[src/rtl/regfile_wb_arbiter.sv]
// Arbitrates the ALU and load writeback paths onto the single register-file write port
// and tracks outstanding loads per register. Define WB_RR_ARB_EN for round-robin tie-break.
module regfile_wb_arbiter #(
  parameter int unsigned DATA_W = 32,
  parameter int unsigned IDX_W  = 5
) (
  input  logic              clk,
  input  logic              nRST,
  input  logic              alu_valid,
  input  logic [IDX_W-1:0]  alu_index,
  input  logic [DATA_W-1:0] alu_data,
  output logic              alu_ready,
  input  logic              mem_valid,
  input  logic [IDX_W-1:0]  mem_index,
  input  logic [DATA_W-1:0] mem_data,
  output logic              mem_ready,
  input  logic              ld_issue,
  input  logic [IDX_W-1:0]  ld_index,
  input  logic [IDX_W-1:0]  rs1_index,
  input  logic [IDX_W-1:0]  rs2_index,
  output logic              rs1_busy,
  output logic              rs2_busy,
  output logic              rf_reg_write,
  output logic [IDX_W-1:0]  rf_write_index,
  output logic [DATA_W-1:0] rf_write_data
);

  localparam int unsigned NREG = 1 << IDX_W;

  typedef enum logic {
    SRC_ALU = 1'b0,
    SRC_MEM = 1'b1
  } src_t;

  logic [NREG-1:0]   r_pending;
  logic [NREG-1:0]   w_pending_nxt;
  src_t              r_src;
  logic              r_wr;
  logic [IDX_W-1:0]  r_idx;
  logic [DATA_W-1:0] r_data;
  logic              w_alu_elig;
  logic              w_mem_elig;
  logic              w_alu_gnt;
  logic              w_mem_gnt;

  // Gating with nRST keeps both readies low while reset is held.
  assign w_alu_elig = nRST && alu_valid && !r_pending[alu_index];
  assign w_mem_elig = nRST && mem_valid;

`ifdef WB_RR_ARB_EN
  src_t r_last_grant;

  always_comb begin
    w_mem_gnt = w_mem_elig && (!w_alu_elig || (r_last_grant == SRC_ALU));
    w_alu_gnt = w_alu_elig && !w_mem_gnt;
  end

  always_ff @(posedge clk or negedge nRST) begin
    if (!nRST) begin
      r_last_grant <= SRC_ALU;
    end else if (w_mem_gnt) begin
      r_last_grant <= SRC_MEM;
    end else if (w_alu_gnt) begin
      r_last_grant <= SRC_ALU;
    end
  end
`else
  always_comb begin
    w_mem_gnt = w_mem_elig;
    w_alu_gnt = w_alu_elig && !w_mem_elig;
  end
`endif

  assign alu_ready = w_alu_gnt;
  assign mem_ready = w_mem_gnt;

  always_ff @(posedge clk or negedge nRST) begin
    if (!nRST) begin
      r_wr   <= 1'b0;
      r_idx  <= '0;
      r_data <= '0;
      r_src  <= SRC_ALU;
    end else if (w_mem_gnt) begin
      r_wr   <= (mem_index != '0);
      r_idx  <= mem_index;
      r_data <= mem_data;
      r_src  <= SRC_MEM;
    end else if (w_alu_gnt) begin
      r_wr   <= (alu_index != '0);
      r_idx  <= alu_index;
      r_data <= alu_data;
      r_src  <= SRC_ALU;
    end else begin
      r_wr   <= 1'b0;
    end
  end

  // Clear is applied before set so a same-edge set of the same index wins.
  always_comb begin
    w_pending_nxt = r_pending;
    if (r_wr && (r_src == SRC_MEM)) begin
      w_pending_nxt[r_idx] = 1'b0;
    end
    if (ld_issue) begin
      w_pending_nxt[ld_index] = 1'b1;
    end
    w_pending_nxt[0] = 1'b0;
  end

  always_ff @(posedge clk or negedge nRST) begin
    if (!nRST) begin
      r_pending <= '0;
    end else begin
      r_pending <= w_pending_nxt;
    end
  end

  assign rs1_busy       = r_pending[rs1_index];
  assign rs2_busy       = r_pending[rs2_index];
  assign rf_reg_write   = r_wr;
  assign rf_write_index = r_idx;
  assign rf_write_data  = r_data;

endmodule

[config.mk]
export PLATFORM = sky130hd
export DESIGN_NAME = regfile_wb_arbiter
export DESIGN_NICKNAME = d
export VERILOG_FILES = /design/src/rtl/regfile_wb_arbiter.sv
export SDC_FILE = /design/constraint.sdc
export NUM_CORES = 1
export LEC_CHECK = 0
export CORE_UTILIZATION = 44
export DETAILED_ROUTE_END_ITERATION = 10
export GPL_TIMING_DRIVEN = 0
export PLACE_DENSITY = 0.85
export SLEW_MARGIN = 10
export SYNTH_ARGS = -nofsm -noshare
export SYNTH_HDL_FRONTEND = slang
export SYNTH_SLANG_ARGS = --single-unit
[constraint.sdc]
create_clock -name clk -period 2.7 [get_ports clk]
set_input_delay 0.54 -clock clk [delete_from_list [all_inputs] [get_ports clk]]
set_output_delay 0.54 -clock clk [all_outputs]
set_load 0.005 [all_outputs]
## Word-level counts from Yosys, hierarchy flattened

Index checks and enable logic that the tools add are counted.

- Bits in registers: 70
- Bits of input ports: 94
- Logic and storage cells: 47

- Magnitude comparators: 7
- Mux-type cells: 20
- Bitwise logic cells: 3
- Reductions and logical operators: 12

Operators with widths:

| operator | number |
|---|---|
| $mux 32 | 4 |
| $and 32x32->32 | 1 |
| $not 32->32 | 1 |
| $or 32x32->32 | 1 |
| $lt 5x6->1 const B | 5 |
| $bmux 1 s5 | 3 |
| $demux 1 s5 | 2 |
| $ge 5x1->1 const B | 2 |
| $mux 5 | 2 |
| $reduce_bool 5->1 | 2 |
| $mux 1 | 9 |
| $logic_and 1x1->1 | 7 |
| $logic_not 1->1 | 2 |
| $reduce_bool 2->1 | 1 |

## Longest topological paths before layout

- Depth in word-level cells: 9
- Mapped depth: 8
- Depth with buffers taken out: 5

## Least setup slack after synthesis

Ideal clock, no wire load.

- Path kind: input -> output
- Start: in rs1_index[0]
- End: out rs1_busy
- Arrival time: 2.224 ns
- Data required time: 2.160 ns
- Path slack: -0.064 ns
- Cell stages on the path: 4
- Cells stage by stage: clkbuf_1 -> mux4_2 -> mux4_2 -> mux2_2

- Cells in the longest elaborated chain, start to end: 2

RTL lines:

| what | line | source |
|---|---|---|
| start: declaration | 19 | `input logic [IDX_W-1:0] rs1_index,` |
| $bmux 1 s5 | 118 | `assign rs1_busy = r_pending[rs1_index];` |
| $mux 1 (not written as such) | 118 |  |
| end: declaration | 21 | `output logic rs1_busy,` |

No other way between the ends. The select of a mux whose other input is x is not followed.

## Worst setup path after layout

- Start: reg r_pending[22]
- End: out rs1_busy

- Cells in the longest elaborated chain, start to end: 2

RTL lines:

| what | line | source |
|---|---|---|
| start: declaration | 35 | `logic [NREG-1:0] r_pending;` |
| start signal: assignment | 114 | `r_pending <= w_pending_nxt;` |
| $bmux 1 s5 | 118 |  |
| $mux 1 (not written as such) | 118 |  |

No other way between the ends. The select of a mux whose other input is x is not followed.

==> flow_summary.ini <==
[worst_setup_path]
arrival_ns = 2.27
end_kind = output port
crit_type = reg -> out
start_kind = flip-flop
required_ns = 2.16
cp_max_fo = 4

[detailed_routing]
wirelength_mm = 17.1
via_count = 5341
wl_per_cell_um = 21.5
drc = 0
via_per_inst = 6.71
drtIter0Drc = 575
drtPass1Iterations = 5
ant_nets = 0

[synthesis]
yosysUniqueCellTypes = 36
synth_warnings = 0
async_reset_ff_frac = 1.00
yosys.area.top_type_share = 0.366
syn_avg_cell_area_um2 = 9.65
synthAdderAreaFrac = 0
yosysSeqAreaShare = 0.366
synthSimpleGateAreaFrac = 0.0802
netlist_area_um2 = 4790
ys_seq_elements = 70
syn_inst = 496
synth-xor-area-share = 0
synth_edf_count = 0
yosysTopAreaCell = dfrtp_1
synth-compound-area-share = 0.323
synth.net_count = 590
synth_top_family_by_area = compound AO/OA/AOI/OAI gates
yosys-top-cells-area = dfrtp_1, mux4_2, o21ai_0
synth_mux_area_frac = 0.142
synthFlopType = dfrtp_1

[sta]
finalCritPeriodShare = 1.04
worst_pin_slew_ns = 0.567
worst_slack_ns = -0.106
setup_viol = 3
period_minus_slack_ns = 2.81
slew_headroom = 0.621
final.setup.tns_ns = -0.187
rsz0062_at_grt = true
finalHoldViolCount = 0
clock_skew_ns = 0.0181
fmax_mhz = 356
maxSlewViolCount = 0

[clocking]
clkTransAtPathRegs_ns = 0.09
cts_num_sinks = 70
numCtsBuffers = 9
root_buffer = clkbuf_8
cts_hold_buf = 0
cts_buffer_depth = 2
htreeDepth = 3
insertion_delay_ns = 0.36
cts_tree = built

[global_route]
use_met3 = 0.0558
grt_start_max_net_pins = 42
grt_pass1_vias = 5049
use_met1 = 0.371
grtUsageTotal = 0.302
antenna_found_initial = 0
gr-usage-met2 = 0.526
grt_pass1_wl_mm = 26.5
overflow = 0
busiest_layer = met2

[finish]
num_antenna_cells = 0
syn2layout_area_growth_pct = 39.3
drive_gt1_frac = 0.168
nNetsFinal = 749
fillerInstances = 865
final_cell_area_um2 = 6670

[outcome]
violations = setup timing
status = finished with violations

[run]
maxCapViolations = 0

[floorplan]
io_pins = 136
core_area_um2 = 10400
die-area_um2 = 11300
die_w_um = 106
die_y_um = 106
rows = 37
initial_core_util = 0.460

[pwr]
leakage_nw = 2.56
p_sw_frac = 0.359
p_switching_mw = 1.47
clkPwrFrac = 0.221
power_frac_seq = 0.367
comb_power_share = 0.412
p_per_area_nw_per_um2 = 612
ir_drop_uv = 376
p_int_mw = 2.62

[hold_path]
hold_path_class = in -> async

[placed_design]
port_buffers = 130
placed_cell_area_um2 = 6280
place_congestion = 0.927
hpwl_mm = 12.0
place_ws_ns = -1.14
## metal layers
layer / up-vias / wire length [µm]
met5: - / 0
met4: 0 / 623
met3: 71 / 1910
met2: 393 / 8340
met1: 2576 / 6200
li1: 2301 / -
## cell families (layout without fill, tap and decap cells)
| kind of cell | count (synthesis) | in the layout |
|---|---|---|
| AOI/OAI and AO/OA | 220 | 220 |
| and+or+nand+nor | 80 | 80 |
| buffers and inverters | 92 | 256 |
| muxes | 34 | 34 |
| DFF | 70 | 70 |
## power groups by stage
| stage | logic [mW] | clock network, mW | registers, mW |
|---|---|---|---|
| floorplan | 0.900 | 0 | 1.45 |
| global placement | 1.46 | 0 | 1.48 |
| detailed placement | 1.52 | 0 | 1.51 |
| CTS | 1.61 | 0.889 | 1.49 |
| global route | 1.80 | 0.937 | 1.53 |
| finish | 1.68 | 0.900 | 1.50 |
## Yosys cell counts (6+ instances only)
master and number:
a221oi_1 36, a22oi_1 37, inv_1 37, o21ai_0 66
o2111ai_1 36, nand3_1 7, nor2_1 40, a31oi_1 37
mux4_2 21, clkbuf_1 23, buf_2 24, nand2_1 11
mux2_2 6, dfrtp_1 70
## layout by cell type, fill, tap and decap left out, types with 2 or more instances in the layout
| cell | instances |
|---|---|
| clkdlybuf4s50_1 | 124 |
| dfrtp_1 | 70 |
| o21ai_0 | 66 |
| nor2_1 | 40 |
| inv_1 | 37 |
| a22oi_1 | 37 |
| a31oi_1 | 37 |
| a221oi_1 | 36 |
| o2111ai_1 | 36 |
| mux4_2 | 24 |
| buf_2 | 24 |
| clkbuf_1 | 19 |
| buf_4 | 17 |
| clkbuf_8 | 11 |
| nand2_1 | 10 |
| nand3_1 | 7 |
| buf_6 | 6 |
| nand3b_1 | 5 |
| nand4_1 | 5 |
| buf_8 | 5 |
| mux2_4 | 4 |
| or3b_2 | 3 |
| or3_1 | 3 |
| mux2_2 | 3 |
| clkinvlp_4 | 3 |
| nor2b_1 | 2 |
| clkbuf_2 | 2 |
| a21o_1 | 2 |
| or4_1 | 2 |
| buf_1 | 2 |
| inv_6 | 2 |
## sequential cells by signal, summed over array words and instances, names as in the netlist
signal          count
rf_write_index      5
rf_write_data      32
r_pending          31
r_src               1
rf_reg_write        1
## layout make-up
class                      instances  area (µm²)  share of cell area
multi-input combinational        334        2630               0.394
sequential                        70        1750               0.263
timing repair buffer             149        1450               0.218
buffer                            54         329              0.0493
tap                              136         170              0.0255
inverter                          37         139              0.0208
clock buffer                      10         128              0.0191
clock inverter                     6        70.1              0.0105
## critical path, cell delays in order (launching register included)
cell	delay [ns]
dfrtp_1	0.42
buf_4	0.14
mux4_2	0.47
mux4_2	0.48
mux2_4	0.28
buf_6	0.12
## path summary, 6_finish.rpt
kind | start | endpoint | slack, ns | cells after the start
setup / recovery | r_pending[22] | rs1_busy | -0.11 | 5
hold / removal | nRST | rf_write_data[21] | 0.04 | 1
setup reg to reg | r_pending[15] | rf_write_data[6] | 0.24 | 9
hold reg to reg | r_pending[19] | r_pending[19] | 0.57 | 2
max in group asynchronous | nRST | r_pending[8] | 2.11 | 2
min in group clk | r_pending[19] | r_pending[19] | 0.57 | 2
## repair_timing
| item | CTS | global route |
|---|---|---|
| pin swaps | 2 | 2 |
| setup endpoints to repair | 34 | 3 |
| gates cloned | 2 | 0 |
| buffers inserted | 11 | 5 |
| resized for setup | 45 | 4 |
## per-stage QoR
stage                     utilization  instances  hold slack (ns)  total power, mW
after floorplan                     -        496            0.244             2.35
after global placement          0.601        762            0.519             2.95
after detailed placement        0.603        763            0.514             3.03
after CTS                       0.637        792           0.0570             3.99
after global routing            0.640        796           0.0753             4.26
final                           0.640        796           0.0403             4.08
Power figures use the tool's default switching activity.
